`src/rtl/koala_arb_pkg.sv`:
```
// Shared types and one-hot helpers for the packet round-robin arbiter family.
// Helpers work on a fixed maximum width; callers zero-extend and size-cast.
package koala_arb_pkg;

   localparam int unsigned ARB_MAX_REQ = 32;
   localparam int unsigned ARB_MAX_IDX_W = 5;

   typedef enum logic {
      ARB_IDLE = 1'b0,
      ARB_BUSY = 1'b1
   } arb_state_e;

   // Rotate a one-hot vector left by one inside an n-bit ring.
   function automatic logic [ARB_MAX_REQ-1:0] rotl1_oh(input logic [ARB_MAX_REQ-1:0] vec,
                                                       input int unsigned n);
      logic [ARB_MAX_REQ-1:0]   res;
      logic [ARB_MAX_IDX_W-1:0] dst;
      res = '0;
      for (int unsigned i = 0; i < ARB_MAX_REQ; i++) begin
         dst = ARB_MAX_IDX_W'((i + 1) % n);
         if (i < n && vec[i]) res[dst] = 1'b1;
      end
      return res;
   endfunction

   function automatic logic [ARB_MAX_IDX_W-1:0] oh2idx(input logic [ARB_MAX_REQ-1:0] vec);
      logic [ARB_MAX_IDX_W-1:0] idx;
      idx = '0;
      for (int unsigned i = 0; i < ARB_MAX_REQ; i++) begin
         if (vec[i]) idx = idx | ARB_MAX_IDX_W'(i);
      end
      return idx;
   endfunction

endpackage

```
`src/rtl/rr_pick_core.sv`:
```
// Combinational round-robin pick: first set bit of req at or above the one-hot
// pri bit, wrapping; a double-width subtract keeps it to a single carry chain.
module rr_pick_core #(
   parameter int unsigned N = 8
) (
   input  logic [N-1:0] req,
   input  logic [N-1:0] pri,
   output logic [N-1:0] grant
);

   logic [2*N-1:0] dbl;
   logic [2*N-1:0] hit;

   assign dbl   = {req, req};
   // The borrow stops at the first request at or above pri; the upper copy covers wrap.
   assign hit   = dbl & ~(dbl - {{N{1'b0}}, pri});
   assign grant = hit[N-1:0] | hit[2*N-1:N];

endmodule

```
`src/rtl/rr_pkt_arb.sv`:
```
// Packet-level round-robin arbiter: a grant stays locked until the owner's last
// beat transfers, then re-arbitrates in the same cycle with zero bubble.
//
// state    | meaning
// ARB_IDLE | no owner; registered pick among eligible requesters
// ARB_BUSY | gnt_q owns the port until its last beat transfers
module rr_pkt_arb
   import koala_arb_pkg::*;
#(
   parameter int unsigned NUM_REQ = 8,
   parameter int unsigned IDX_W   = $clog2(NUM_REQ)
) (
   input  logic               clk_i,
   input  logic               rst_i,
   input  logic [NUM_REQ-1:0] req_valid_i,
   input  logic [NUM_REQ-1:0] req_last_i,
   input  logic [NUM_REQ-1:0] req_mask_i,
   output logic [NUM_REQ-1:0] req_ready_o,
   output logic               gnt_valid_o,
   output logic [NUM_REQ-1:0] gnt_oh_o,
   output logic [IDX_W-1:0]   gnt_idx_o,
   input  logic               gnt_ready_i
);

   arb_state_e         state_q;
   logic [NUM_REQ-1:0] pri_q;
   logic [NUM_REQ-1:0] gnt_q;

   logic [NUM_REQ-1:0] elig;
   logic [NUM_REQ-1:0] pick_idle;
   logic [NUM_REQ-1:0] pick_next;
   logic [NUM_REQ-1:0] pri_rot;
   logic               busy;
   logic               last_xfer;

   assign elig    = req_valid_i & req_mask_i;
   assign busy    = (state_q == ARB_BUSY);
   assign pri_rot = NUM_REQ'(rotl1_oh(ARB_MAX_REQ'(gnt_q), NUM_REQ));

   rr_pick_core #(.N(NUM_REQ)) u_pick_idle (
      .req   (elig),
      .pri   (pri_q),
      .grant (pick_idle)
   );

   // The finishing owner is excluded so it cannot re-win in its own last cycle.
   rr_pick_core #(.N(NUM_REQ)) u_pick_next (
      .req   (elig & ~gnt_q),
      .pri   (pri_rot),
      .grant (pick_next)
   );

   // Reset gates the handshake so nothing transfers in the reset cycle.
   assign req_ready_o = (busy && !rst_i) ? (gnt_q & {NUM_REQ{gnt_ready_i}}) : '0;
   assign gnt_valid_o = busy && !rst_i && |(req_valid_i & gnt_q);
   assign last_xfer   = busy && |(req_valid_i & req_ready_o & req_last_i);

   assign gnt_oh_o  = gnt_q;
   assign gnt_idx_o = IDX_W'(oh2idx(ARB_MAX_REQ'(gnt_q)));

   always_ff @(posedge clk_i) begin
      if (rst_i) begin
         state_q <= ARB_IDLE;
         pri_q   <= NUM_REQ'(1);
         gnt_q   <= '0;
      end else begin
         case (state_q)
            ARB_IDLE: begin
               if (|elig) begin
                  gnt_q   <= pick_idle;
                  state_q <= ARB_BUSY;
               end
            end
            ARB_BUSY: begin
               if (last_xfer) begin
                  pri_q   <= pri_rot;
                  gnt_q   <= pick_next;
                  state_q <= (|pick_next) ? ARB_BUSY : ARB_IDLE;
               end
            end
            default: begin
               state_q <= ARB_IDLE;
               gnt_q   <= '0;
            end
         endcase
      end
   end

   a_gnt_onehot0 : assert property (@(posedge clk_i) disable iff (rst_i) $onehot0(gnt_q));
   a_pri_onehot  : assert property (@(posedge clk_i) disable iff (rst_i) $onehot(pri_q));
   a_rdy_onehot0 : assert property (@(posedge clk_i) disable iff (rst_i) $onehot0(req_ready_o));
   a_idle_no_rdy : assert property (@(posedge clk_i) disable iff (rst_i)
                                    (state_q == ARB_IDLE) |-> (req_ready_o == '0));

endmodule

```
`config.mk`:
```
export PLATFORM = sky130hd
export DESIGN_NAME = rr_pkt_arb
export DESIGN_NICKNAME = d
export VERILOG_FILES = /design/src/rtl/koala_arb_pkg.sv /design/src/rtl/rr_pick_core.sv /design/src/rtl/rr_pkt_arb.sv
export SDC_FILE = /design/constraint.sdc
export NUM_CORES = 1
export LEC_CHECK = 0
export BUFFER_PORTS_ARGS = -buffer_cell sky130_fd_sc_hd__buf_2
export CAP_MARGIN = 20
export CELL_PAD_IN_SITES_DETAIL_PLACEMENT = 0
export CELL_PAD_IN_SITES_GLOBAL_PLACEMENT = 1
export CORE_ASPECT_RATIO = 1.5
export CORE_UTILIZATION = 39
export DETAILED_ROUTE_END_ITERATION = 10
export PLACE_DENSITY = 0.8
export SLEW_MARGIN = 25
export SYNTH_ARGS = -nofsm -noshare
export SYNTH_HDL_FRONTEND = slang
export SYNTH_HIERARCHICAL = 1
export SYNTH_SLANG_ARGS = --single-unit
```
`constraint.sdc`:
```
create_clock -name clk_i -period 3.36 [get_ports clk_i]
set_clock_uncertainty 0.05 [all_clocks]
set_input_delay 0.504 -clock clk_i [delete_from_list [all_inputs] [get_ports clk_i]]
set_output_delay 0.504 -clock clk_i [all_outputs]
set_load 0.02 [all_outputs]
```
; ---- After elaboration in Yosys (flattened, before gate mapping)
; Index checks and enable logic that the tools add are counted.
[word_totals]
ff_bits = 17
input_bits = 27
[classes]
addsub = 2
n_eq_ne = 2
n_mux = 23
n_bitwise = 14
reduce_logical = 10
[ops]
columns = cell, n
row1 = $and A8 B8 Y8, 6
row2 = $and A16 B16 Y16, 2
row3 = $not A16 Y16, 2
row4 = $reduce_or A8 Y1, 4
row5 = $sub A16 B8 Y16, 2
row6 = $mux W8, 3
row7 = $or A8 B8 Y8, 2
row8 = $pmux W8 S2, 1
row9 = $mux W1, 12
row10 = $mux W3, 4
row11 = $not A8 Y8, 1
row12 = $mux W2, 2
row13 = $reduce_and A2 Y1, 2
row14 = $logic_and A1 B1 Y1, 3
row15 = $ne A2 B1 Y1 const B, 1
row16 = $ne A2 B2 Y1 const B, 1
row17 = $pmux W1 S2, 1
row18 = $logic_not A1 Y1, 1
row19 = $not A1 Y1, 1

; ---- Longest topological paths before layout
[logic_depth]
depth_word = 10
ltp_mapped = 13

; ---- By module
; The synthesis kept the hierarchy.
[modules_own_cells]
columns = module, instances, cells_per_inst, area_per_inst_um2, seq_area_each_um2
row1 = rr_pkt_arb, 1, 133, 1044.8, 340.3
row2 = rr_pick_core, 2, 69, 495.5, 0.0

; ---- Least setup slack after synthesis
; Ideal clock, no wire load.
[synth_path]
kind = input-to-reg
start = in req_valid_i[4]
end = reg gnt_q[0] (netlist: gnt_oh_o[0])
setup_time_ns = 0.059
arrival_ns = 2.625
setup_slack_ns = 0.626
stages = 11
cell_sequence = and2_1 -> nor2b_1 -> ha_1 -> a21o_1 -> a21oi_1 -> nand3b_1 -> a21o_1 -> a21boi_0 -> inv_1 -> a311oi_1 -> o22a_1
[synth_between]
elab_chain_len = 8
word_cells_on_any_way = 21
classes_between = add/sub: 2 / eq/ne: 2 / mux: 3 / bitwise: 10 / reduce/logical: 4
[synth_lines]
columns = item, line
row1 = "start, declared", rr_pkt_arb.sv:15  ; input logic [NUM_REQ-1:0] req_valid_i,
row2 = $and A8 B8 Y8, rr_pkt_arb.sv:36  ; assign elig = req_valid_i & req_mask_i;
row3 = $and A8 B8 Y8, rr_pkt_arb.sv:48  ; .req (elig & ~gnt_q),
row4 = $sub A16 B8 Y16, rr_pick_core.sv:16  ; assign hit = dbl & ~(dbl - {{N{1'b0}}, pri});
row5 = $not A16 Y16, rr_pick_core.sv:16
row6 = $and A16 B16 Y16, rr_pick_core.sv:16
row7 = $or A8 B8 Y8, rr_pick_core.sv:17  ; assign grant = hit[N-1:0] | hit[2*N-1:N];
row8 = net pick_next[0], rr_pkt_arb.sv:31  ; logic [NUM_REQ-1:0] pick_next;
row9 = $mux W8, rr_pkt_arb.sv:75  ; if (last_xfer) begin
row10 = $pmux W8 S2, rr_pkt_arb.sv:67  ; case (state_q)
row11 = "end signal, assigned", rr_pkt_arb.sv:70  ; gnt_q <= pick_idle;
row12 = "end signal, assigned", rr_pkt_arb.sv:77  ; gnt_q <= pick_next;
row13 = "end, declared", rr_pkt_arb.sv:27  ; logic [NUM_REQ-1:0] gnt_q;
; The timed path passes the listed nets, and every way through them passes these cells. The select of a mux whose other input is x is not followed.
; A chain may end at the register's enable or synchronous reset.

; ---- Worst setup path in the final report
[layout_path]
start = in req_valid_i[4]
end = reg gnt_q[2] (netlist: gnt_oh_o[2])
[layout_between]
elab_chain_len = 8
word_cells_on_any_way = 21
classes_between = add/sub: 2 / eq/ne: 2 / mux: 3 / bitwise: 10 / reduce/logical: 4
[layout_lines]
columns = item, line
row1 = $and A8 B8 Y8, rr_pkt_arb.sv:36
row2 = net elig[4], rr_pkt_arb.sv:29  ; logic [NUM_REQ-1:0] elig;
row3 = $and A8 B8 Y8, rr_pkt_arb.sv:48
row4 = $sub A16 B8 Y16, rr_pick_core.sv:16
row5 = $not A16 Y16, rr_pick_core.sv:16
row6 = $and A16 B16 Y16, rr_pick_core.sv:16
row7 = $or A8 B8 Y8, rr_pick_core.sv:17
row8 = net pick_next[2], rr_pkt_arb.sv:31
row9 = $mux W8, rr_pkt_arb.sv:75
row10 = $pmux W8 S2, rr_pkt_arb.sv:67
; The timed path passes the listed nets, and every way through them passes these cells. The select of a mux whose other input is x is not followed.

==> reports/summary.txt <==
RSZ-0062 raised after global routing - false
Clock latency on the worst-skew pair - 0.25 ns
Die Height - 90.5 µm
Switching Power - 0.000481 W
Critical path data required time - 3.51 ns
Detailed route wirelength on metal3 - 235 µm
Final critical path time including I/O delays and setup - 2.81 ns
Syn nets - 314
Startpoint class of the critical path - input pin
Global router's overall resource usage - 25.4%
Synth top area share - 16.7%
Multiplexer share of the synthesized area - 3.44%
Max-cap check violation count - 0
Wire length of the first global-routing pass - 10.5 mm
Drt drc - 0
Slowest Stage Delay on Critical Path - 0.30 ns
Total wirelength of the detailed-routed design - 6.60 mm
Min-Delay Path Class - reg2reg
Dominant cell by count in the synthesized netlist - nor2_1
Initial DRT Pass Iterations - 4
Fill cell count - 542
Xor-xnor portion of the synthesized cell area - 2.58%
Maximum frequency from static timing analysis - 0.355 GHz
Post-Place Cell Area - 0.00237 mm²
Number of antenna repair diodes - 0
Post-synth EDFFs - 0
Hold Violations, Final - 0
Crit-path max FO - 7
Count of input and output buffers - 46
Compound-Gate Fraction of Synth Area - 30.4%
Largest cells by area after synthesis - dfxtp_1, ha_1, nor2_1
Share of final-layout standard cells stronger than drive strength 1 - 22.0%
Crit path buf inv count - 2
Final period util - 83.7%
Final-stage net count - 367
Total power divided by cell area - 432 mW/mm²
Number of clock sinks seen by CTS - 17
Half-perimeter wire length of the detailed placement result - 5.47 mm
Mean routed wirelength per cell - 17.0 µm
Category of cells accounting for the largest share of critical-path delay - compound AO/OA/AOI/OAI gates
Post-CTS Setup Inserts - 0
Cell Int Power - 0.000563 W
Portion of total power attributed to sequential cells - 26.4%
Horizontal extent of the die - 61.0 µm
Top layer reached by signal wires - met4
Simple-gate portion of the synthesized area - 30.4%
Number of standard cells after synthesis - 271
Num rows - 31
Number of buffers created by CTS - 3
Worst Max-Slew Pin Slew - 0.689 ns
Initial DRC Count - 102
Total congestion overflow after global routing - 0
Area growth syn-to-layout - 18.9%
Switching share of total power - 46.1%
CTS resizes - 0
Synthesized cell area - 0.00204 mm²
Worst EP arrival - 2.96 ns
Cell chain of the critical path - buf_2 -> and2_1 -> nor2b_1 -> ha_1 -> a21o_1 -> a21oi_1 -> nand3b_1 -> a21o_1 -> o21ai_0 -> inv_1 -> a311oi_1 -> o22a_1
Synth Warn # - 6
# setup viols final - 0
Global placer's final weighted congestion - 0.994
Core Area - 0.00493 mm²
Number of global-route vias before repair - 2185
Status - complete, no violations
Final Core Density - 49.1%
Setup crit end kind - flip-flop
Total met2 wirelength after detailed routing - 3.38 mm
Cell with the largest stage delay on the worst path - ha_1
CTS max path bufs - 2
Count of nets left with antenna violations after detail routing - 0
Finished Cell Area - 0.00242 mm²
Reg clk slew, reported paths - 0.07 ns
Number of library cell types mapped by synthesis - 53
Via/cell ratio - 5.79
Largest net degree at the start of global routing - 21
Portion of the post-synthesis area used by sequential elements - 16.7%
Avg Cell Area, Syn - 7.51 µm²
Share of synthesized registers carrying an async set or reset - 0%
Vias - 2252
Proportion of power drawn by the clock network - 14.9%
Number of antenna violations at the first check in global routing - 0
Synthesized-area fraction occupied by adder cells - 10.6%
Sum of routed wire segments on met1 - 2.65 mm
Number of hold-repair buffers added at the cts stage - 0
Total I/O pin count - 47
Worst rel slew slack - 53.6%
Starting Density - 41.3%
CP dominant cell by count - a21o_1
Combinational family with the most area after synthesis - compound AO/OA/AOI/OAI gates
H-tree depth - 1
Setup Crit Path Kind - in2reg
IR drop worst, VDD - 0.000199 V
CTS tree - done
Slack of the worst reg-to-reg path - 0.64 ns
Largest area contributor in the netlist - dfxtp_1
Setup TNS after final layout - 0 ns
Final Max Tran Viols - 0
Post-synth top cells - nor2_1, inv_1, dfxtp_1, nand2_1, ha_1
#FFs+latches synth - 17
P_leak - 1.18 nW
Root buffer cell - clkbuf_8
Dominant synthesized flop cell - dfxtp_1
Combinational cell fraction of total power - 58.7%
Total die area - 0.00552 mm²
worst reg2reg max path: cells and delay by family (launching register included):
| family | cells | cell delay (ns) |
|---|---|---|
| AND/OR/NAND/NOR | 3 | 0.46 |
| buffers and inverters | 1 | 0.07 |
| AO/OA/AOI/OAI | 5 | 1.20 |
| flip-flops | 1 | 0.53 |
| adder cells (fa/ha/maj) | 1 | 0.36 |
metrics by stage:
step | power [W] | setup slack [ns] | hold slack, ns | cells
6_report | 0.00104 | 0.546 | 0.451 | 389
5_1_grt | 0.00112 | 0.292 | 0.488 | 389
4_1_cts | 0.00104 | 0.572 | 0.453 | 389
3_5_place_dp | 0.000887 | 0.326 | 0.437 | 385
3_3_place_gp | 0.000888 | 0.381 | 0.425 | 385
2_1_floorplan | 0.000703 | 0.626 | 0.414 | 271
path summary, 6_finish.rpt:
check,start,to,cells after the start
setup / recovery,req_valid_i[4],gnt_oh_o[2],12
hold reg to reg,pri_q[5],pri_q[5],2
hold / removal,pri_q[5],pri_q[5],2
setup reg to reg,gnt_oh_o[2],gnt_oh_o[2],10
per-layer routing:
layer,track usage [%],up-vias
met4,12.1,0
met3,2.58,24
met1,29.6,1058
met5,0,-
met2,44.1,71
li1,-,1099
power by group through the flow:
stage / clock network [W] / logic (W) / registers (W)
floorplan: 0 / 0.000416 / 0.000287
global placement: 0 / 0.000607 / 0.000281
detailed placement: 0 / 0.000606 / 0.000281
CTS: 0.000156 / 0.000609 / 0.000276
global route: 0.000168 / 0.000667 / 0.000283
finish: 0.000155 / 0.000613 / 0.000276
cell usage in the layout (no fill, tap or decap), types with 8 or more instances in the layout:
cell type / count
nor2b_1: 10
buf_2: 46
and2_1: 9
inv_1: 27
o21ai_0: 9
nand3_1: 12
o22a_1: 8
nand2_1: 17
dfxtp_1: 17
a21o_1: 8
ha_1: 14
nor2_1: 34
cell families (layout without fill, tap and decap cells):
| kind of cell | Yosys count | in the layout |
|---|---|---|
| AO/OA/AOI/OAI | 78 | 78 |
| XOR/XNOR | 6 | 6 |
| adder cells (fa/ha/maj) | 16 | 16 |
| buffers and inverters | 31 | 83 |
| flip-flops | 17 | 17 |
| multiplexers | 7 | 7 |
| AND/OR/NAND/NOR | 116 | 116 |
state kept, by name, indices dropped and copies added, names as in the netlist:
register,count
busy,1
gnt_oh_o,8
pri_q,8
layout make-up:
class | count | area, µm² | share of cell area (%)
multi-input combinational | 223 | 1570 | 65.0
inverter | 27 | 101 | 4.19
clock buffer | 3 | 41.3 | 1.71
sequential | 17 | 340 | 14.1
clock inverter | 1 | 5.00 | 0.207
tap | 66 | 82.6 | 3.41
timing repair buffer | 52 | 275 | 11.4
(Power assumes the default switching activity.)
